[src/rtl/clk_ctrl_sequencer_pkg.sv]
// Shared types and command-word field layout for the clock-divider control sequencer.
// Opcode values match the host command protocol; arguments occupy the low 24 bits.
package clk_ctrl_pkg;

    localparam int OPCODE_MSB = 31;
    localparam int OPCODE_LSB = 24;
    localparam int ARG_WIDTH  = 24;

    typedef enum logic [7:0] {
        OP_SET_DIV    = 8'h01,
        OP_SET_MODE   = 8'h02,
        OP_ENABLE     = 8'h03,
        OP_PULSE      = 8'h04,
        OP_PULSE_WAIT = 8'h05,
        OP_STOP       = 8'h06,
        OP_CLR_ERR    = 8'h07
    } opcode_t;

    typedef enum logic {
        IDLE = 1'b0,
        WAIT = 1'b1
    } state_t;

    // Divide ratios below 2 cannot be produced by the downstream divider.
    localparam logic [ARG_WIDTH-1:0] MIN_DIVIDER = 24'd2;

    function automatic logic [ARG_WIDTH-1:0] clamp_divider(input logic [ARG_WIDTH-1:0] arg);
        return (arg < MIN_DIVIDER) ? MIN_DIVIDER : arg;
    endfunction

endpackage

[src/rtl/clk_ctrl_sequencer_if.sv]
// Host command path into the sequencer: a 32-bit command word with valid/ready handshake.
interface clk_ctrl_sequencer_if;

    logic        cmd_valid;
    logic [31:0] cmd_data;
    logic        cmd_ready;

    modport master (
        output cmd_valid,
        output cmd_data,
        input  cmd_ready
    );

    modport slave (
        input  cmd_valid,
        input  cmd_data,
        output cmd_ready
    );

endinterface

[src/rtl/clk_ctrl_sequencer_pulse_shadow.sv]
// Cycle-exact copy of the divider stage's pulse counter, driven by the same control
// signals the divider sees, so the sequencer knows how many clocks are still owed.
module pulse_shadow #(
    parameter int PULSE_CONTROL_BITS = 32
) (
    input  logic                          clk,
    input  logic                          rst_n,
    input  logic                          out_enable,
    input  logic                          write_pulse,
    input  logic [PULSE_CONTROL_BITS-1:0] pulse,
    output logic [PULSE_CONTROL_BITS-1:0] count
);

    logic [PULSE_CONTROL_BITS-1:0] count_q;
    logic [PULSE_CONTROL_BITS-1:0] count_d;

    // A load in the same cycle as a countdown step wins, exactly as downstream.
    always_comb begin
        count_d = count_q;
        if (out_enable && (count_q != '0)) begin
            count_d = count_q - 1'b1;
        end
        if (write_pulse) begin
            count_d = pulse;
        end
    end

    always_ff @(posedge clk) begin
        if (!rst_n) begin
            count_q <= '0;
        end else begin
            count_q <= count_d;
        end
    end

    assign count = count_q;

endmodule

[src/rtl/clk_ctrl_sequencer.sv]
// Decodes host commands into the clock divider's control inputs and, for PULSE_WAIT,
// stalls the command path until the shadow counter shows every requested clock delivered.
module clk_ctrl_sequencer
    import clk_ctrl_pkg::*;
#(
    parameter int COUNTER_BITS       = 32,
    parameter int PULSE_CONTROL_BITS = 32,
    parameter int DEFAULT_DIVIDER    = 2
) (
    input  logic                          clk,
    input  logic                          rst_n,
    clk_ctrl_sequencer_if.slave           cmd,
    output logic [COUNTER_BITS-1:0]       divider,
    output logic                          option,
    output logic                          out_enable,
    output logic [PULSE_CONTROL_BITS-1:0] pulse,
    output logic                          write_pulse,
    output logic [PULSE_CONTROL_BITS-1:0] pulses_left,
    output logic                          busy,
    output logic                          done,
    output logic                          err
);

    state_t                        state_q, state_d;
    logic [COUNTER_BITS-1:0]       divider_q, divider_d;
    logic                          option_q, option_d;
    logic                          out_enable_q, out_enable_d;
    logic [PULSE_CONTROL_BITS-1:0] pulse_q, pulse_d;
    logic                          write_pulse_q, write_pulse_d;
    logic                          done_q, done_d;
    logic                          err_q, err_d;

    logic [PULSE_CONTROL_BITS-1:0] shadow_count;
    logic                          cmd_accept;
    logic [7:0]                    cmd_opcode;
    logic [ARG_WIDTH-1:0]          cmd_arg;
    logic                          shadow_drained;

    assign cmd_opcode = cmd.cmd_data[OPCODE_MSB:OPCODE_LSB];
    assign cmd_arg    = cmd.cmd_data[ARG_WIDTH-1:0];
    assign cmd_accept = cmd.cmd_valid && (state_q == IDLE);

    // While the load strobe is still out, the shadow holds the stale count, so it
    // cannot be trusted as "drained" until the strobe has gone.
    assign shadow_drained = !write_pulse_q && (shadow_count == '0);

    always_comb begin
        state_d       = state_q;
        divider_d     = divider_q;
        option_d      = option_q;
        out_enable_d  = out_enable_q;
        pulse_d       = pulse_q;
        write_pulse_d = 1'b0;
        done_d        = 1'b0;
        err_d         = err_q;

        case (state_q)
            IDLE: begin
                if (cmd_accept) begin
                    case (cmd_opcode)
                        OP_SET_DIV: begin
                            divider_d = COUNTER_BITS'(clamp_divider(cmd_arg));
                        end
                        OP_SET_MODE: begin
                            option_d = cmd_arg[0];
                        end
                        OP_ENABLE: begin
                            out_enable_d = cmd_arg[0];
                        end
                        OP_PULSE: begin
                            pulse_d       = PULSE_CONTROL_BITS'(cmd_arg);
                            write_pulse_d = 1'b1;
                        end
                        OP_PULSE_WAIT: begin
                            pulse_d       = PULSE_CONTROL_BITS'(cmd_arg);
                            write_pulse_d = 1'b1;
                            // With the divider disabled the count never drains, so refuse to wait.
                            if (!out_enable_q) begin
                                err_d = 1'b1;
                            end else if (cmd_arg == '0) begin
                                done_d = 1'b1;
                            end else begin
                                state_d = WAIT;
                            end
                        end
                        OP_STOP: begin
                            out_enable_d  = 1'b0;
                            pulse_d       = '0;
                            write_pulse_d = 1'b1;
                        end
                        OP_CLR_ERR: begin
                            err_d = 1'b0;
                        end
                        default: begin
                            err_d = 1'b1;
                        end
                    endcase
                end
            end
            WAIT: begin
                if (shadow_drained) begin
                    state_d = IDLE;
                    done_d  = 1'b1;
                end
            end
            default: begin
                state_d = IDLE;
            end
        endcase
    end

    always_ff @(posedge clk) begin
        if (!rst_n) begin
            state_q       <= IDLE;
            divider_q     <= COUNTER_BITS'(DEFAULT_DIVIDER);
            option_q      <= 1'b0;
            out_enable_q  <= 1'b0;
            pulse_q       <= '0;
            write_pulse_q <= 1'b0;
            done_q        <= 1'b0;
            err_q         <= 1'b0;
        end else begin
            state_q       <= state_d;
            divider_q     <= divider_d;
            option_q      <= option_d;
            out_enable_q  <= out_enable_d;
            pulse_q       <= pulse_d;
            write_pulse_q <= write_pulse_d;
            done_q        <= done_d;
            err_q         <= err_d;
        end
    end

    pulse_shadow #(
        .PULSE_CONTROL_BITS (PULSE_CONTROL_BITS)
    ) u_pulse_shadow (
        .clk         (clk),
        .rst_n       (rst_n),
        .out_enable  (out_enable_q),
        .write_pulse (write_pulse_q),
        .pulse       (pulse_q),
        .count       (shadow_count)
    );

    assign cmd.cmd_ready = (state_q == IDLE);
    assign busy          = (state_q == WAIT);
    assign divider       = divider_q;
    assign option        = option_q;
    assign out_enable    = out_enable_q;
    assign pulse         = pulse_q;
    assign write_pulse   = write_pulse_q;
    assign pulses_left   = shadow_count;
    assign done          = done_q;
    assign err           = err_q;

endmodule

[src/flat_wrapper.sv]
// flat-port wrapper written by rule: the top's interface ports become plain ports
module clk_ctrl_sequencer_flat import clk_ctrl_pkg::*;
#(
    parameter int COUNTER_BITS       = 32,
    parameter int PULSE_CONTROL_BITS = 32,
    parameter int DEFAULT_DIVIDER    = 2
)
  (clk, rst_n, divider, option, out_enable, pulse, write_pulse, pulses_left, busy, done, err, cmd_cmd_valid, cmd_cmd_data, cmd_cmd_ready);
  clk_ctrl_sequencer_if cmd_i ();
  input  logic clk;
  input  logic rst_n;
  output logic [COUNTER_BITS-1:0] divider;
  output logic option;
  output logic out_enable;
  output logic [PULSE_CONTROL_BITS-1:0] pulse;
  output logic write_pulse;
  output logic [PULSE_CONTROL_BITS-1:0] pulses_left;
  output logic busy;
  output logic done;
  output logic err;
  input wire logic [$bits(cmd_i.cmd_valid)-1:0] cmd_cmd_valid;
  input wire logic [$bits(cmd_i.cmd_data)-1:0] cmd_cmd_data;
  output wire logic [$bits(cmd_i.cmd_ready)-1:0] cmd_cmd_ready;
  assign cmd_i.cmd_valid = cmd_cmd_valid;
  assign cmd_i.cmd_data = cmd_cmd_data;
  assign cmd_cmd_ready = cmd_i.cmd_ready;
  clk_ctrl_sequencer #(.COUNTER_BITS(COUNTER_BITS), .PULSE_CONTROL_BITS(PULSE_CONTROL_BITS), .DEFAULT_DIVIDER(DEFAULT_DIVIDER)) u_core (.clk(clk), .rst_n(rst_n), .cmd(cmd_i), .divider(divider), .option(option), .out_enable(out_enable), .pulse(pulse), .write_pulse(write_pulse), .pulses_left(pulses_left), .busy(busy), .done(done), .err(err));
endmodule
[config.mk]
export PLATFORM = sky130hd
export DESIGN_NAME = clk_ctrl_sequencer_flat
export DESIGN_NICKNAME = d
export VERILOG_FILES = /design/src/rtl/clk_ctrl_sequencer_pkg.sv /design/src/rtl/clk_ctrl_sequencer_if.sv /design/src/rtl/clk_ctrl_sequencer_pulse_shadow.sv /design/src/rtl/clk_ctrl_sequencer.sv /design/src/flat_wrapper.sv
export SDC_FILE = /design/constraint.sdc
export NUM_CORES = 1
export LEC_CHECK = 0
export ABC_AREA = 0
export CAP_MARGIN = 0
export CORE_ASPECT_RATIO = 0.6
export CORE_UTILIZATION = 47
export CTS_CLUSTER_DIAMETER = 50
export DETAILED_ROUTE_END_ITERATION = 8
export HOLD_SLACK_MARGIN = 0.15
export PLACE_DENSITY = 0.9
export SYNTH_ARGS = -nofsm -noshare
export SYNTH_HDL_FRONTEND = slang
export SYNTH_HIERARCHICAL = 1
export SYNTH_SLANG_ARGS = --single-unit
[constraint.sdc]
create_clock -name clk -period 3.1 [get_ports clk]
set_input_delay 0.62 -clock clk [delete_from_list [all_inputs] [get_ports clk]]
set_output_delay 0.62 -clock clk [all_outputs]
set_load 0.02 [all_outputs]
==> run metrics <==
Worst EP arrival=just under 3000 ps; largest area contributor in the netlist=dfxtp_1; status=completed; diode count=0; Final ANT Viol Nets=0; number of synthesized register bits=86; first-pass GRT wire length=approximately 21000 microns; largest net degree at the start of global routing=56; post_cts resized=0; Avg Vias per Cell=6.047; Leak=2.098 nW; Mapped Avg Cell Area=8.861 sq um; final instance area=5786 sq um; DRT Wirelength=12990 microns; CP max-delay cell=nor4b_1; Required @ worst endpoint=3340 ps; cell family with most CP delay=simple AND/OR/NAND/NOR gates; final worst path period share=86.22%; CTS Hold Bufs=0; VDD IR max=0.3021 mV; CP Cell Sequence=inv_1 -> ha_1 -> nor4b_1 -> and2_2 -> a31o_2 -> nor3_1 -> a311oi_1; Worst Max-Slew Pin Slew=850.9 ps; antenna violations before repair=0; slowest stage delay, CP=550 ps; combinational share of power=7.6%; setup TNS=0 ps; Max Clock Skew=6.551 ps; Vias=approximately 4400; Final Hold Viols=0; clk sinks=86; FMAX=374.2 MHz; Top Ports=138; Max Slew Vio Count=0; Final Net Count=between 600 and 700; GRT Util Overall=a little over a quarter; DRT Pass-1 Iters=5; nature of the critical path endpoint=flip-flop; port bufs=121; layout cells sized above 1=9.820%; Clock transition at path regs=60 ps; Max clock buf depth=2; worst-skew pair later-pin latency=330 ps; cell area after synthesis=about 4300 sq um; Setup Crit Path Kind=flip-flop to flip-flop; post-layout min period=2673 ps; most frequent cells after synthesis=dfxtp_1 (86), nand2_1 (60), o21ai_0 (38), nor4_1 (21), a22o_1 (20); Post-route DRC=0; slew margin rel.=43.01%; Final WS setup=approximately 430 ps; Util after Layout=66.36%; post-synth top area share=39.81%; NetSw=0.5613 mW; buffers plus inverters on the worst setup path=1; PD cells=404.3 nW/um^2; number of flops mapped to enable cells by yosys=0; Post-Synthesis Cells=488; worst hold slack=roughly 460 ps; Die Ht=76.30 microns; pre-CTS WS=around 390 ps; max_cap viols=0; FFs w/ async S/R, synth=0%; Startpoint Class=flip-flop; area delta synth->final=33.80%; Top FF cell, synth=dfxtp_1; Initial Utilization=between 40% and 50%; core area=8718 sq um; root buffer cell=clkbuf_16; top post-synthesis cells by area=dfxtp_1 (40%), nand2_1 (5.2%), o21ai_0 (4.4%), a22o_1 (4.1%), buf_4 (3.3%); Cell Area, Placed=5494 sq um; CTS tree=yes; Clock Power Share=44.8%; Switching Fraction=roughly a quarter; count leader, synth=dfxtp_1; RSZ-0062 raised after global routing=no; number of global-route vias before repair=3923; worst-path maximum fanout=32; Detailed Place HPWL=~9400 microns; H-tree lvl count=3; Seq pwr share=47.6%; RePlAce Congestion=0.9258; yosys warns=6; fill count=a little under 700; HP Class=flip-flop to flip-flop; Initial DRC Count=595; average routed wire per standard cell=17.97 microns; CTS Buf Count=9; die area=9600 sq um; Final setup viols=0; total gr overflow=0; Cell variety after synth=67; Cell Int Power=~1.8 mW; post-CTS setup buffers=0; Seq/Total Area, Yosys=39.81%; std cell rows=26; Die X-Extent=between 100 and 150 microns
==> placed cells by master, fill, tap and decap left out, drive strengths merged, types with 12 or more instances in the layout <==
cell type and instances:
buf 13, nor4 23, or3 13, clkdlybuf4s50 120, o21ai 40, conb 24, or4 14, a21oi 12
dfxtp 86, a22o 23, a21boi 26, nand2 60, a31oi 16
==> metrics by stage <==
step / power [mW] / std cells
CTS: 2.341 / 723
floorplan: 1.245 / 511
global route: 2.414 / 723
detailed placement: 1.310 / 707
global placement: 1.307 / 707
finish: 2.339 / 723
==> final cells by class <==
| type | instances | area, sq um | share of cell area (%) |
|---|---|---|---|
| Clock buffer | 11 | 252.7 | 4.369 |
| Clock inverter | 5 | 38.79 | 0.6704 |
| Inverter | 8 | 30.03 | 0.5190 |
| Multi-Input combinational cell | 368 | 2306 | 39.86 |
| Sequential cell | 86 | 1722 | 29.76 |
| Tap cell | 112 | 140.1 | 2.422 |
| Timing Repair Buffer | 133 | 1296 | 22.40 |
==> cells by family after synthesis <==
group                    share of synthesized area [%]
AO/OA/AOI/OAI                                    24.62
XOR/XNOR                                         2.228
adder cells (fa/ha/maj)                         0.2893
buffers and inverters                            8.854
flip-flops                                       39.81
multiplexers                                    0.2315
other                                          0.08672
AND/OR/NAND/NOR                                  23.87
==> path summary, 6_finish.rpt <==
| check | endpoint | from | slack [ps] | cells past startpoint |
|---|---|---|---|---|
| setup / recovery | u_core/u_pulse_shadow/count[29]$_SDFFE_PN0P_ | u_core/u_pulse_shadow/count[0]$_SDFFE_PN0P_ | 430 | 7 |
| hold / removal | u_core/divider[16]$_SDFFE_PN0P_ | u_core/divider[16]$_SDFFE_PN0P_ | 460 | 2 |
| setup reg to reg | u_core/u_pulse_shadow/count[29]$_SDFFE_PN0P_ | u_core/u_pulse_shadow/count[0]$_SDFFE_PN0P_ | 430 | 7 |
| hold reg to reg | u_core/divider[16]$_SDFFE_PN0P_ | u_core/divider[16]$_SDFFE_PN0P_ | 460 | 2 |
==> registers in the layout, summed over array words and instances (netlist names) <==
register                     flops
u_core/out_enable                1
u_core/pulse                    24
u_core/u_pulse_shadow/count     32
u_core/option                    1
u_core/err                       1
u_core/divider                  24
u_core/done                      1
u_core/write_pulse               1
u_core/busy                      1
==> worst register-to-register path, stage by stage (launching register included) <==
cell      delay (ps)
dfxtp_1          350
inv_1            100
ha_1             240
nor4b_1          550
and2_2           300
a31o_2           540
nor3_1           190
a311oi_1         310
==> per-layer routing <==
layer,global-route usage [%],up-vias,routed length [microns]
li1,-,2028,-
met3,7.444,17,1184
met5,0,-,0
met2,41.28,238,5754
met4,5.904,0,114
met1,37.89,2089,5936
==> power groups by stage <==
stage | registers [mW] | clock network (mW) | logic, mW
finish | 1.11 | 1.05 | 0.177
global route | 1.11 | 1.11 | 0.189
CTS | 1.11 | 1.06 | 0.173
detailed placement | 1.14 | 0 | 0.172
global placement | 1.14 | 0 | 0.169
floorplan | 1.14 | 0 | 0.104
(Power assumes the default switching activity.)
